## config.mk

```make
export PLATFORM = sky130hd
export DESIGN_NAME = instr_fetch
export DESIGN_NICKNAME = d
export VERILOG_FILES = /design/src/rtl/fetch_pkg.sv /design/src/rtl/fetch_fifo.sv /design/src/rtl/instr_fetch.sv
export SDC_FILE = /design/constraint.sdc
export NUM_CORES = 1
export LEC_CHECK = 0
export CAP_MARGIN = 10
export CORE_MARGIN = 3
export CORE_UTILIZATION = 58
export CTS_CLUSTER_SIZE = 14
export DETAILED_ROUTE_END_ITERATION = 8
export PLACE_DENSITY = 0.9
export SYNTH_ARGS = -nofsm -noshare
export SYNTH_HDL_FRONTEND = slang
export SYNTH_SLANG_ARGS = --single-unit
export TNS_END_PERCENT = 1
```

## constraint.sdc

```tcl
create_clock -name clk -period 7.7 [get_ports clk]
set_clock_uncertainty 0.05 [all_clocks]
set_input_delay 1.54 -clock clk [delete_from_list [all_inputs] [get_ports clk]]
set_output_delay 1.54 -clock clk [all_outputs]
set_load 0.03 [all_outputs]
```

## src/rtl/fetch_pkg.sv

```systemverilog
// Shared types and constants for the instruction fetch unit.
package fetch_pkg;

    localparam int INSTR_W = 32;
    localparam int PC_W    = 32;

    localparam logic [INSTR_W-1:0] HALT_WORD_DEFAULT = 32'hF000_0000;

    typedef enum logic {
        ST_RUN    = 1'b0,
        ST_HALTED = 1'b1
    } fetch_state_e;

endpackage

```

## src/rtl/fetch_fifo.sv

```systemverilog
// Two-entry shift FIFO holding fetched instructions with their PCs.
// The head entry is always slot 0, so head outputs come straight from flops.
module fetch_fifo
    import fetch_pkg::*;
(
    input  logic               clk_i,
    input  logic               rst_ni,
    input  logic               push_i,
    input  logic               pop_i,
    input  logic               flush_i,
    input  logic [INSTR_W-1:0] push_instr_i,
    input  logic [PC_W-1:0]    push_pc_i,
    output logic               full_o,
    output logic               empty_o,
    output logic [1:0]         count_o,
    output logic [INSTR_W-1:0] head_instr_o,
    output logic [PC_W-1:0]    head_pc_o
);

    logic [1:0]         count_q, count_d;
    logic [INSTR_W-1:0] head_instr_q, head_instr_d, tail_instr_q, tail_instr_d;
    logic [PC_W-1:0]    head_pc_q, head_pc_d, tail_pc_q, tail_pc_d;

    always_comb begin
        count_d      = count_q;
        head_instr_d = head_instr_q;
        head_pc_d    = head_pc_q;
        tail_instr_d = tail_instr_q;
        tail_pc_d    = tail_pc_q;
        if (flush_i) begin
            count_d = 2'd0;
        end else begin
            unique case ({push_i, pop_i})
                2'b10: begin
                    if (count_q == 2'd0) begin
                        head_instr_d = push_instr_i;
                        head_pc_d    = push_pc_i;
                    end else if (count_q == 2'd1) begin
                        tail_instr_d = push_instr_i;
                        tail_pc_d    = push_pc_i;
                    end
                    if (count_q != 2'd2) count_d = count_q + 2'd1;
                end
                2'b01: begin
                    head_instr_d = tail_instr_q;
                    head_pc_d    = tail_pc_q;
                    if (count_q != 2'd0) count_d = count_q - 2'd1;
                end
                2'b11: begin
                    // Simultaneous push and pop: occupancy is unchanged.
                    if (count_q == 2'd2) begin
                        head_instr_d = tail_instr_q;
                        head_pc_d    = tail_pc_q;
                        tail_instr_d = push_instr_i;
                        tail_pc_d    = push_pc_i;
                    end else begin
                        head_instr_d = push_instr_i;
                        head_pc_d    = push_pc_i;
                        count_d      = 2'd1;
                    end
                end
                default: ;
            endcase
        end
    end

    always_ff @(posedge clk_i or negedge rst_ni) begin
        if (!rst_ni) begin
            count_q      <= 2'd0;
            head_instr_q <= '0;
            head_pc_q    <= '0;
            tail_instr_q <= '0;
            tail_pc_q    <= '0;
        end else begin
            count_q      <= count_d;
            head_instr_q <= head_instr_d;
            head_pc_q    <= head_pc_d;
            tail_instr_q <= tail_instr_d;
            tail_pc_q    <= tail_pc_d;
        end
    end

    assign full_o       = (count_q == 2'd2);
    assign empty_o      = (count_q == 2'd0);
    assign count_o      = count_q;
    assign head_instr_o = head_instr_q;
    assign head_pc_o    = head_pc_q;

endmodule

```

## src/rtl/instr_fetch.sv

```systemverilog
// Instruction fetch: PC sequencing, one in-flight synchronous ROM read, 2-deep buffer.
// Halt detection on HALT_WORD is built only when IFETCH_HALT_DETECT_EN is defined.
module instr_fetch
    import fetch_pkg::*;
#(
    parameter int                 ADDR_W    = 8,
    parameter logic [INSTR_W-1:0] HALT_WORD = HALT_WORD_DEFAULT
) (
    input  logic               clk,
    input  logic               reset,
    output logic [ADDR_W-1:0]  rom_addr,
    input  logic [INSTR_W-1:0] rom_data,
    input  logic               redirect_valid,
    input  logic [PC_W-1:0]    redirect_pc,
    output logic               instr_valid,
    output logic [INSTR_W-1:0] instr,
    output logic [PC_W-1:0]    instr_pc,
    input  logic               instr_ready,
    output logic               finished
);

`ifdef IFETCH_HALT_DETECT_EN
    localparam bit HALT_EN = 1'b1;
`else
    localparam bit HALT_EN = 1'b0;
`endif

    fetch_state_e     state_q;
    logic [PC_W-1:0]  pc_q;
    logic             inflight_q;
    logic [PC_W-1:0]  inflight_pc_q;

    logic             fifo_full, fifo_empty;
    logic [1:0]       fifo_count;
    logic             xfer, halt_hit, redirect_hit, flush, issue;
    logic [2:0]       occ_after;

    assign xfer         = instr_valid && instr_ready;
    assign halt_hit     = HALT_EN && (state_q == ST_RUN) && xfer && (instr == HALT_WORD);
    assign redirect_hit = (state_q == ST_RUN) && redirect_valid && !halt_hit;
    assign flush        = halt_hit || redirect_hit;

    // Issue only if the returning word is guaranteed a free slot next edge.
    assign occ_after = {1'b0, fifo_count} + {2'b00, inflight_q} - {2'b00, xfer};
    assign issue     = (state_q == ST_RUN) && !flush && !(fifo_full && !xfer)
                       && (occ_after <= 3'd1);

    always_ff @(posedge clk or negedge reset) begin
        if (!reset) begin
            state_q       <= ST_RUN;
            pc_q          <= '0;
            inflight_q    <= 1'b0;
            inflight_pc_q <= '0;
        end else begin
            unique case (state_q)
                ST_RUN: begin
                    if (halt_hit) begin
                        state_q    <= ST_HALTED;
                        inflight_q <= 1'b0;
                    end else if (redirect_hit) begin
                        pc_q       <= redirect_pc;
                        inflight_q <= 1'b0;
                    end else begin
                        inflight_q <= issue;
                        if (issue) begin
                            inflight_pc_q <= pc_q;
                            pc_q          <= pc_q + PC_W'(1);
                        end
                    end
                end
                ST_HALTED: begin
                    inflight_q <= 1'b0;
                end
            endcase
        end
    end

    fetch_fifo u_fifo (
        .clk_i        (clk),
        .rst_ni       (reset),
        .push_i       (inflight_q),
        .pop_i        (xfer),
        .flush_i      (flush),
        .push_instr_i (rom_data),
        .push_pc_i    (inflight_pc_q),
        .full_o       (fifo_full),
        .empty_o      (fifo_empty),
        .count_o      (fifo_count),
        .head_instr_o (instr),
        .head_pc_o    (instr_pc)
    );

    assign rom_addr    = pc_q[ADDR_W-1:0];
    assign instr_valid = !fifo_empty;
    assign finished    = HALT_EN && (state_q == ST_HALTED);

endmodule

```

Word-level counts from Yosys, hierarchy flattened:

Cells that the tools add are included.

* muxes and demuxes: 24
* bitwise logic cells: 2
* reductions and logical operators: 21
* magnitude comparators: 1
* equal/unequal tests: 13
* add/subtract/negate cells: 5

Operator list (number)
* two-way mux 32 bit: 12
* one-hot mux 32 bit (3 select lines): 2
* one-hot mux 32 bit (2 select lines): 2
* adder 32 x 1 -> 32 bit, second input constant: 1
* two-way mux 2 bit: 4
* inequality test 2 bit, second input constant: 4
* equality test 2 bit, second input constant: 3
* logical AND 1 bit: 6
* inequality test 3 x 2 -> 1 bit, second input constant: 2
* one-hot mux 2 bit (3 select lines): 1
* AND reduction 3 bit: 2
* nonzero test 2 bit: 3
* AND reduction 5 bit: 1
* equality test 2 x 1 -> 1 bit, second input constant: 2
* zero test 1 bit: 4
* AND reduction 4 bit: 1
* nonzero test 4 bit: 1
* adder 2 x 1 -> 3 bit: 1
* <= comparator 3 x 1 -> 1 bit, second input constant: 1
* inequality test 3 bit, second input constant: 1
* nonzero test 3 bit: 1
* subtractor 3 x 1 -> 3 bit: 1
* adder 2 x 1 -> 2 bit, second input constant: 1
* zero test 2 bit: 1
* 6 further kinds: 8

* output and inout bits: 74
* input bits: 68
* bits in registers: 196

Depth between registers and ports, before layout:

Gate-level depths: netlist of the first run.

* depth in word-level cells: 10
* depth in mapped cells: 13

Cells and area by module:

A second synthesis of the first run with hierarchy kept.

* cells, all modules: 758
* area total of the unflattened synthesis: 8790.9 sq um

By module, submodules not included
* fetch_fifo: sequential area each 3253.1 sq um, instances 1, area each 5504.0 sq um, cells each 456
* instr_fetch: sequential area each 1626.6 sq um, instances 1, area each 3286.9 sq um, cells each 302

Least setup slack after synthesis of the first run:

Ideal clock, no wire load.

* path type: input to register
* from: input port instr_ready
* to: register inflight_pc_q[10]
* setup slack: 3.787 ns
* path buffers: 1
* required time: 7.525 ns
* arrival: 3.738 ns
* cell stages on the path: 9
* cell sequence: and2b_1 > xnor2_1 > ha_1 > inv_1 > fa_1 > xor2_1 > a2111oi_4 > buf_2 > mux2_2

* cells in the longest elaborated chain, start to end: 7
* elaborated cells on any way between the ends: 9
* classes of those cells: 1 x add/sub; 1 x order compare; 7 x reduce/logical

RTL lines
* start: declaration: line instr_fetch.sv:18 `input logic instr_ready,`
* logical AND 1 bit *: line instr_fetch.sv:38 `assign xfer = instr_valid && instr_ready;`
* branches (longest 4 deep; another with subtractor 3 x 1 -> 3 bit)
* logical AND 1 bit *: line instr_fetch.sv:46 `&& (occ_after <= 3'd1);`
* AND reduction 3 bit (no line) *
* end signal: assignment: line instr_fetch.sv:66 `inflight_pc_q <= pc_q;`
* end: declaration: line instr_fetch.sv:31 `logic [PC_W-1:0] inflight_pc_q;`

Mark *: on every way between the ends.
A chain may end at the register's enable or synchronous reset.

Worst setup path in the final report of the first run:

* from: input port instr_ready
* to: register pc_q[16]

* cells in the longest elaborated chain, start to end: 8
* elaborated cells on any way between the ends: 10
* classes of those cells: 1 x add/sub; 1 x order compare; 8 x reduce/logical

RTL lines
* logical AND 1 bit *: line instr_fetch.sv:38
* branches (longest 4 deep; another with subtractor 3 x 1 -> 3 bit)
* logical AND 1 bit *: line instr_fetch.sv:46
* nonzero test 2 bit (no line) *
* AND reduction 2 bit (no line) *
* end signal: assignment: line instr_fetch.sv:61 `pc_q <= redirect_pc;`
* end signal: assignment: line instr_fetch.sv:67 `pc_q <= pc_q + PC_W'(1);`
* end: declaration: line instr_fetch.sv:29 `logic [PC_W-1:0] pc_q;`

Marks and branches as above.

==> results.sh, run 1 <==
export IMPL_run_status="finished clean"
export IMPL_synth_area_mux_share=0.204
export IMPL_maxCapViolations=0
export IMPL_synth_top_family_by_area="multiplexers"
export IMPL_insertion_delay_ns=0.43
export IMPL_drive_above_1_share=0.166
export IMPL_layout_min_cycle_time_ns=5.12
export IMPL_grt_pass1_vias=6128
export IMPL_clock_sinks=195
export IMPL_synth_main_ff_cell="dfrtp_1"
export IMPL_num_nets_final=937
export IMPL_ys_ff_latch=195
export IMPL_p_switching_uw=1840
export IMPL_path_class="in2reg"
export IMPL_setup_tns_ns=0
export IMPL_cp_arrival_ns=5.44
export IMPL_rsz0062_at_grt="false"
export IMPL_synth_avg_cell_area_um2=11.7
export IMPL_total_leakage_power_uw=0.00458
export IMPL_syn_num_nets=822
export IMPL_cts_max_level=4
export IMPL_io_buffer_count=140
export IMPL_crit_path_end_kind="register"
export IMPL_grt_ovfl_total=0
export IMPL_synth_fa_ha_area_frac=0.00944
export IMPL_tightest_slew_ns=1.14
export IMPL_yosysUniqueCellTypes=43
export IMPL_seq_power_share=0.372
export IMPL_cts_buffer_depth=2
export IMPL_area_growth_pct=22.7
export IMPL_place_congestion=0.934
export IMPL_dp_slack_ns=2.18
export IMPL_synthArstFlopShare=1.00
export IMPL_synth_xor_area_frac=0.0270
export IMPL_yosysSeqAreaShare=0.558
export IMPL_hold_class="reg2reg"
export IMPL_start_util=0.597
export IMPL_synth_compound_area_frac=0.0702
export IMPL_antenna_found_initial=0
export IMPL_drt_pass1_iter_count=5
export IMPL_p_comb_frac=0.455
export IMPL_power_total_uw=4660
export IMPL_ioPinCount=142
export IMPL_n_antenna_cell=0
export IMPL_drtAntennaViolNets=0
export IMPL_setup_viol=0
export IMPL_cts_resized=0
export IMPL_hold_violations=0
export IMPL_synth_simple_area_share=0.0984
export IMPL_worstPathRequired_ns=8.02
export IMPL_drc=0
export IMPL_ir_drop_mv=0.177
export IMPL_die_width_um=129
export IMPL_slew_viol_final=0
export IMPL_syn_area_um2=8750
export IMPL_hold_start="u_fifo.tail_instr_q[9]"
export IMPL_whs_ns=0.457
export IMPL_grt_usage=0.235
export IMPL_yosysWarnings=0
export IMPL_start_kind="input port"
export IMPL_finalCoreUtilization=0.733
export IMPL_via_per_inst=5.73
export IMPL_synthCells=748
export IMPL_cts_buffers=17
export IMPL_vias=6070
export IMPL_synth_edff_count=0
export IMPL_cts_setup_buffers=0
export IMPL_dieArea_um2=16600
export IMPL_max_freq_mhz=195
export IMPL_power_per_cell_area_nw_per_um2=434
export IMPL_cts_root_buf="clkbuf_16"
export IMPL_critPathMaxFanout=19
export IMPL_fp_coreArea_um2=14600
export IMPL_clk_pin_slew_worst_paths_ns=0.07
export IMPL_pwr_share_clk=0.173
export IMPL_slew_headroom=0.242
export IMPL_die_h_um=129
export IMPL_wl_mm=18.7
export IMPL_p_int_uw=2820
export IMPL_cp_startpoint="instr_ready"
export IMPL_rows=44
export IMPL_setup_ws_ns=2.58
export IMPL_wl_per_cell_um=17.7
export IMPL_grt_pass1_wl_mm=30.7
export IMPL_grt_max_degree=133
export IMPL_cts_tree="built"
export IMPL_drt_iter0_markers=414
export IMPL_fin_crit_sh=0.665
export IMPL_hold_buffers=0
export IMPL_dpl_hpwl_mm=12.3
export IMPL_power_switching_share=0.395
export IMPL_r2r_start="u_fifo.count_o[1]"
==> metrics by stage <==
| step | cells | cell area, µm² |
|---|---|---|
| 3_5_place_dp | 1028 | 10200 |
| 5_1_grt | 1060 | 10700 |
| 2_1_floorplan | 748 | 8750 |
| 6_report | 1060 | 10700 |
| 4_1_cts | 1060 | 10700 |
| 3_3_place_gp | 1028 | 10200 |
==> synth_stat cells (10+ instances only) <==
| cell type | number | area, µm² |
|---|---|---|
| a21oi_1 | 66 | 330 |
| buf_2 | 17 | 85.1 |
| buf_4 | 10 | 75.1 |
| clkbuf_1 | 21 | 78.8 |
| dfrtp_1 | 195 | 4880 |
| mux2_2 | 99 | 1110 |
| mux2i_1 | 67 | 671 |
| nand2_1 | 51 | 191 |
| nand3_1 | 13 | 65.1 |
| nor2_1 | 71 | 267 |
| nor4_1 | 13 | 81.3 |
| o21ai_0 | 26 | 130 |
| xnor2_1 | 19 | 166 |
==> worst max-delay path, stage by stage <==
cell             delay [ns]
clkdlybuf4s50_1        0.46
nand2b_1               0.49
nor2_1                 0.15
fa_1                   0.47
xor2_1                 0.23
a2111oi_4              1.04
buf_4                  0.42
nand2_1                0.12
or4_1                  0.41
nand3_1                0.10
==> state kept, by name (all words and copies together) (netlist names) <==
name                 cells
inflight_pc_q           32
pc_q                    32
u_fifo.head_instr_o     32
u_fifo.head_pc_o        32
u_fifo.tail_instr_q     32
u_fifo.tail_pc_q        32
u_fifo.count_o           2
inflight_q               1
==> cell families after synthesis <==
| logic type | after synthesis |
|---|---|
| multiplexers | 166 |
| AND/OR/NAND/NOR | 187 |
| adder cells (fa/ha/maj) | 6 |
| XOR/XNOR | 27 |
| AO/OA/AOI/OAI | 106 |
| flip-flops | 195 |
| buffers and inverters | 60 |
| other | 1 |
==> cell type report <==
cell class / instances / area [µm²]
fillers: 977 / 3910
well taps: 184 / 230
flip-flops and latches: 195 / 4880
repair buffers: 147 / 1450
clock inverters: 12 / 81.3
inverters: 9 / 33.8
clock buffers: 20 / 457
multi-input cells: 493 / 3600
==> final timing paths <==
path	end	slack, ns	cells after the start
min in group asynchronous	u_fifo.head_instr_o[10]	1.17	1
worst min register to register	u_fifo.tail_instr_q[9]	0.46	1
worst min-delay path	u_fifo.tail_instr_q[9]	0.46	1
max in group asynchronous	pc_q[19]	5.00	2
worst max register to register	pc_q[16]	3.24	11
worst max-delay path	pc_q[16]	2.58	10
==> layout by cell type (no fill, tap or decap), types with 2 or more instances in the layout <==
cell,count
a21oi_1,65
a221o_1,2
a31oi_1,2
and2_1,3
and3_1,6
and4_1,6
buf_4,7
clkbuf_16,17
clkbuf_8,3
clkdlybuf4s50_1,138
clkinv_2,6
clkinv_4,2
dfrtp_1,195
ha_1,5
inv_1,8
inv_6,3
mux2_2,99
mux2i_1,67
nand2_1,51
nand3_1,13
nand4_1,7
nor2_1,71
nor2b_1,4
nor3_1,7
nor4_1,13
o21ai_0,26
or4_1,2
xnor2_1,19
xor2_1,8
==> power by group through the flow <==
| stage | combinational [µW] | sequential (µW) | clock, µW |
|---|---|---|---|
| 2_1_floorplan | 1150 | 2000 | 0 |
| 3_3_place_gp | 2050 | 1710 | 0 |
| 3_5_place_dp | 2120 | 1740 | 0 |
| 4_1_cts | 2140 | 1730 | 821 |
| 5_1_grt | 2290 | 1780 | 866 |
| 6_report | 2120 | 1730 | 808 |
==> per-layer routing <==
layer | wire, µm | GRT usage | up-vias
met4 | 354 | 0.0883 | 0
met1 | 8490 | 0.327 | 2963
met5 | 0 | 0 | -
met3 | 986 | 0.0415 | 33
li1 | - | - | 2851
met2 | 8900 | 0.372 | 223
Power figures use the tool's default switching activity.
==> run 2, diff against run 1 <==
--- a/config.mk
+++ b/config.mk
@@ -7,10 +7,10 @@
 export LEC_CHECK = 0
 export CAP_MARGIN = 10
 export CORE_MARGIN = 3
-export CORE_UTILIZATION = 58
+export CORE_UTILIZATION = 48
 export CTS_CLUSTER_SIZE = 14
 export DETAILED_ROUTE_END_ITERATION = 8
-export PLACE_DENSITY = 0.9
+export PLACE_DENSITY = 0.8
 export SYNTH_ARGS = -nofsm -noshare
 export SYNTH_HDL_FRONTEND = slang
 export SYNTH_SLANG_ARGS = --single-unit
==> constraint.sdc (replaced) <==
create_clock -name clk -period 4.3 [get_ports clk]
set_clock_uncertainty 0.05 [all_clocks]
set_input_delay 0.86 -clock clk [delete_from_list [all_inputs] [get_ports clk]]
set_output_delay 0.86 -clock clk [all_outputs]
set_load 0.03 [all_outputs]
==> run 2 against run 1 <==
  * Core utilization decreased by 11 points
  * Sequential share of layout area decreased by 0.75 points
  * Clock power increased by 98%
  * Power increased by 82%
  * Non-clock buffer count increased by 6
  * Final cell count increased by 4.2%
  * Design area increased by 1.7%
  * Clock-buffer cell count unchanged
  * Setup slack got worse by 1.9 ns
  * Critical path depth increased by 1
  * First-iteration DRC count decreased by 47%
  * Register-to-register slack got worse by 2.4 ns
  * Largest power group unchanged
==> results.sh, run 2 (synthesized netlist as in run 1, its figures left out) <==
export IMPL_n_antenna_cell=0
export IMPL_cp_arrival_ns=3.83
export IMPL_insertion_delay_ns=0.42
export IMPL_fin_crit_sh=0.831
export IMPL_grt_util_met1=0.276
export IMPL_wl_mm=18.6
export IMPL_hold_buffers=0
export IMPL_crit_path_end_kind="register"
export IMPL_gr_usage_met2=0.306
export IMPL_power_total_uw=8470
export IMPL_start_util=0.499
export IMPL_critPathBufInv=2
export IMPL_die_h_um=141
export IMPL_grt_use_met3=0.0363
export IMPL_r2r_start="u_fifo.count_o[1]"
export IMPL_setup_ws_ns=0.728
export IMPL_slew_viol_final=0
export IMPL_drive_above_1_share=0.170
export IMPL_cts_max_level=4
export IMPL_cts_resized=0
export IMPL_cpMaxStageDelayCell="clkdlybuf4s50_1"
export IMPL_clk_pin_slew_worst_paths_ns=0.06
export IMPL_path_class="in2reg"
export IMPL_hold_violations=0
export IMPL_area_growth_pct=24.8
export IMPL_via_per_inst=5.41
export IMPL_num_nets_final=943
export IMPL_cp_startpoint="instr_ready"
export IMPL_cts_buffers=17
export IMPL_layout_commonest_cell="dfrtp_1"
export IMPL_rsz0062_at_grt="false"
export IMPL_maxCapViolations=0
export IMPL_cpLargestDelayFamily="simple AND/OR/NAND/NOR gates"
export IMPL_rows=48
export IMPL_cts_tree="built"
export IMPL_grt_max_degree=111
export IMPL_tightest_slew_ns=0.826
export IMPL_max_freq_mhz=280
export IMPL_antenna_found_initial=0
export IMPL_worst_path_largest_cell_delay_ns=0.50
export IMPL_grt_pass1_wl_mm=31.1
export IMPL_die_width_um=141
export IMPL_reg2reg_setup_slack_ns=0.80
export IMPL_ir_drop_mv=0.385
export IMPL_slew_headroom=0.448
export IMPL_dieArea_um2=19900
export IMPL_dpl_hpwl_mm=12.8
export IMPL_grt_most_used_layer="met2"
export IMPL_drt_iter0_markers=218
export IMPL_cp_cell_sequence="clkdlybuf4s50_1 > and2b_1 > xnor2_1 > ha_1 > inv_1 > fa_1 > xnor2_1 > o211ai_2 > nor4_1 > xor2_1 > mux2_2"
export IMPL_run_status="finished clean"
export IMPL_dp_slack_ns=0.309
export IMPL_setup_tns_ns=0
export IMPL_grt_ovfl_total=0
export IMPL_fp_coreArea_um2=17500
export IMPL_crit_top_cell="xnor2_1"
export IMPL_layout_min_cycle_time_ns=3.57
export IMPL_grt_usage=0.194
export IMPL_grt_pass1_vias=6079
export IMPL_drtAntennaViolNets=0
export IMPL_vias=5973
export IMPL_total_leakage_power_uw=0.00464
export IMPL_n_fill_cell=1419
export IMPL_wl_per_cell_um=16.9
export IMPL_worstPathRequired_ns=4.55
export IMPL_drc=0
export IMPL_cts_root_buf="clkbuf_16"
export IMPL_clock_sinks=195
export IMPL_critPathMaxFanout=19
export IMPL_io_buffer_count=140
export IMPL_cts_setup_buffers=0
export IMPL_drt_pass1_iter_count=4
export IMPL_power_per_cell_area_nw_per_um2=776
export IMPL_hold_class="in2async"
export IMPL_final_cell_mix="dfrtp_1, clkdlybuf4s50_1, mux2_2"
export IMPL_start_kind="input port"
export IMPL_setup_viol=0
export IMPL_place_congestion=0.843
export IMPL_cts_buffer_depth=2
export IMPL_ioPinCount=142
-- run 2: changes by cell type in the layout (fill, tap and decap cells not counted), sizes merged --
cell,delta
bufinv,+3
clkinv,-4
buf,+6
inv,-2
-- run 2: worst paths after layout --
check | to | cells past startpoint
max in group asynchronous | u_fifo.head_pc_o[1] | 2
hold / removal | u_fifo.head_instr_o[13] | 1
setup reg to reg | pc_q[28] | 12
setup / recovery | pc_q[28] | 11
hold reg to reg | u_fifo.tail_instr_q[21] | 1
min in group clk | u_fifo.tail_instr_q[21] | 1
-- run 2: per-stage QoR --
stage | util | hold slack [ns] | cells | area [µm²]
after detailed placement | 0.588 | 0.443 | 1075 | 10300
after floorplan | - | 0.429 | 748 | 8750
final | 0.622 | 0.442 | 1104 | 10900
after CTS | 0.622 | 0.458 | 1104 | 10900
after global placement | 0.588 | 0.436 | 1075 | 10300
after global routing | 0.622 | 0.464 | 1104 | 10900
-- run 2: worst reg2reg max path, stage by stage (launching register included) --
cell      delay, ns
dfrtp_1        0.46
inv_1          0.12
ha_1           0.23
and2b_1        0.28
xnor2_1        0.14
ha_1           0.17
inv_1          0.05
fa_1           0.41
xnor2_1        0.24
o211ai_2       0.40
nor4_1         0.46
xor2_1         0.11
mux2_2         0.27
-- run 2: power by group --
part           leakage [µW]  switching [µW]  internal (µW)  total (µW)
combinational       0.00195            2080           1710        3790
clock              0.000294             645            952        1600
sequential          0.00239             483           2600        3080
-- run 2: metal layers --
layer / share of wire / vias up / wire length [µm]
met1: 0.47 / 2919 / 8780
met3: 0.048 / 21 / 889
met4: 0.014 / 0 / 260
met5: 0 / - / 0
met2: 0.47 / 170 / 8680
li1: - / 2863 / -
-- run 2: layout make-up --
cell class,count,area [µm²],area share
flip-flops and latches,195,4880,0.447
multi-input cells,493,3600,0.330
repair buffers,153,1520,0.140
clock buffers,20,467,0.0428
well taps,225,282,0.0258
clock inverters,9,130,0.0119
inverters,9,33.8,0.00310
==> run 3, diff against run 2 <==
==> constraint.sdc (replaced) <==
create_clock -name clk -period 3 [get_ports clk]
set_clock_uncertainty 0.05 [all_clocks]
set_input_delay 0.6 -clock clk [delete_from_list [all_inputs] [get_ports clk]]
set_output_delay 0.6 -clock clk [all_outputs]
set_load 0.03 [all_outputs]
==> run 3 against run 2 <==
  * Final cell count increased by 1.9%
  * Flip-flop and latch count unchanged
  * Worst hold slack got worse by 0.34 ns
  * Design area increased by 2.7%
  * Via count increased by 2.2%
  * Setup slack got worse by 0.72 ns
  * Critical path depth increased by 1
  * Critical path type unchanged
  * Largest cell class unchanged
  * Largest power group unchanged
==> results.sh, run 3 (synthesized netlist as in run 1, its figures left out) <==
export IMPL_layout_commonest_cell="dfrtp_1"
export IMPL_hold_class="in2async"
export IMPL_clk_pin_slew_worst_paths_ns=0.07
export IMPL_insertion_delay_ns=0.43
export IMPL_cts_buffers=17
export IMPL_die_width_um=141
export IMPL_cts_root_buf="clkbuf_16"
export IMPL_grt_ovfl_total=0
export IMPL_drtAntennaViolNets=0
export IMPL_dpl_hpwl_mm=12.9
export IMPL_hold_buffers=0
export IMPL_via_per_inst=5.43
export IMPL_grt_max_degree=99
export IMPL_wl_met2_mm=8.93
export IMPL_die_h_um=141
export IMPL_drt_iter0_markers=371
export IMPL_fin_crit_sh=0.998
export IMPL_place_congestion=0.890
export IMPL_cp_cell_sequence="clkdlybuf4s50_1 > and2b_1 > xnor2_1 > ha_1 > inv_1 > fa_2 > xor2_2 > a2111oi_4 > buf_4 > nand2_1 > or4_1 > nand3_1"
export IMPL_setup_tns_ns=0
export IMPL_highest_layer="met4"
export IMPL_grt_usage=0.195
export IMPL_vias=6106
export IMPL_ioPinCount=142
export IMPL_hold_violations=0
export IMPL_slew_headroom=0.639
export IMPL_maxCapViolations=0
export IMPL_drc=0
export IMPL_cts_tree="built"
export IMPL_power_total_uw=12600
export IMPL_rsz0062_at_grt="true"
export IMPL_power_per_cell_area_nw_per_um2=1130
export IMPL_start_kind="input port"
export IMPL_ir_drop_mv=0.552
export IMPL_final_cell_mix="dfrtp_1, clkdlybuf4s50_1, mux2_2"
export IMPL_fp_coreArea_um2=17500
export IMPL_slew_viol_final=0
export IMPL_cpLargestDelayFamily="simple AND/OR/NAND/NOR gates"
export IMPL_path_class="in2reg"
export IMPL_num_nets_final=961
export IMPL_tightest_slew_ns=0.541
export IMPL_run_status="finished clean"
export IMPL_antenna_found_initial=0
export IMPL_wl_met3_um=964
export IMPL_crit_path_end_kind="register"
export IMPL_max_freq_mhz=334
export IMPL_cp_arrival_ns=3.31
export IMPL_setup_viol=0
export IMPL_cts_max_level=4
export IMPL_grt_pass1_wl_mm=31.2
export IMPL_cts_buffer_depth=2
export IMPL_n_antenna_cell=0
export IMPL_cpMaxStageDelayCell="clkdlybuf4s50_1"
export IMPL_start_util=0.499
export IMPL_io_buffer_count=140
export IMPL_wl_mm=19.0
export IMPL_drt_pass1_iter_count=4
export IMPL_critPathBufInv=3
export IMPL_met1_length_mm=8.79
export IMPL_worst_path_largest_cell_delay_ns=0.49
export IMPL_critPathMaxFanout=5
export IMPL_clock_sinks=195
export IMPL_rows=48
export IMPL_dieArea_um2=19900
export IMPL_total_leakage_power_uw=0.00476
export IMPL_finalCoreUtilization=0.639
export IMPL_worstPathRequired_ns=3.32
export IMPL_wl_per_cell_um=16.9
export IMPL_layout_min_cycle_time_ns=2.99
export IMPL_area_growth_pct=28.1
export IMPL_drive_above_1_share=0.207
export IMPL_grt_pass1_vias=6086
[run 3: final cells by class]
class	count	area, µm²
fill	1364	6330
sequential	195	4880
multi-input combinational	493	3700
timing repair buffer	171	1740
clock buffer	21	470
tap	225	282
clock inverter	11	101
inverter	9	33.8
[run 3: power breakdown]
group | total, µW | internal (µW) | switching (µW)
Combinational | 6030 | 2820 | 3210
Sequential | 4400 | 3720 | 679
Clock | 2180 | 1220 | 967
[run 3: repair_timing]
action | in CTS | in global routing
resized for setup | 6 | 16
setup endpoints to repair | 45 | 58
pin swaps | 1 | 3
setup buffers | 1 | 0
[run 3: metrics by stage]
step | cell area (µm²) | worst slack, ns | hold WS [ns] | std cells
after floorplan | 8770 | -0.0472 | 0.254 | 748
after global placement | 10500 | -0.492 | 0.436 | 1092
after detailed placement | 10500 | -0.624 | 0.443 | 1092
after CTS | 11100 | -0.00996 | 0.125 | 1125
after global routing | 11200 | -0.172 | 0.138 | 1125
final | 11200 | 0.00626 | 0.107 | 1125
[run 3: routing by layer]
| layer | track usage | up-vias |
|---|---|---|
| met5 | 0 | - |
| met4 | 0.0556 | 0 |
| met3 | 0.0417 | 25 |
| met2 | 0.309 | 182 |
| met1 | 0.272 | 3002 |
| li1 | - | 2897 |
[run 3: worst paths after layout]
kind,startpoint,endpoint,slack (ns),cells after the start
worst max register to register,u_fifo.count_o[0],pc_q[16],0.006,13
min in group clk,u_fifo.tail_instr_q[31],u_fifo.tail_instr_q[31],0.46,1
worst min register to register,u_fifo.tail_instr_q[31],u_fifo.tail_instr_q[31],0.46,1
worst max-delay path,instr_ready,pc_q[16],0.006,12
worst min-delay path,reset,u_fifo.head_instr_o[14],0.11,1
max in group asynchronous,reset,inflight_pc_q[9],2.07,2
[run 3: worst register-to-register path: stages, from the launching register on]
cell	delay, ns
dfrtp_1	0.39
inv_2	0.09
ha_4	0.13
and2b_1	0.20
xnor2_1	0.14
ha_1	0.16
inv_1	0.05
fa_2	0.40
xor2_2	0.19
a2111oi_4	0.31
buf_4	0.20
nand2_1	0.09
or4_1	0.42
nand3_1	0.10
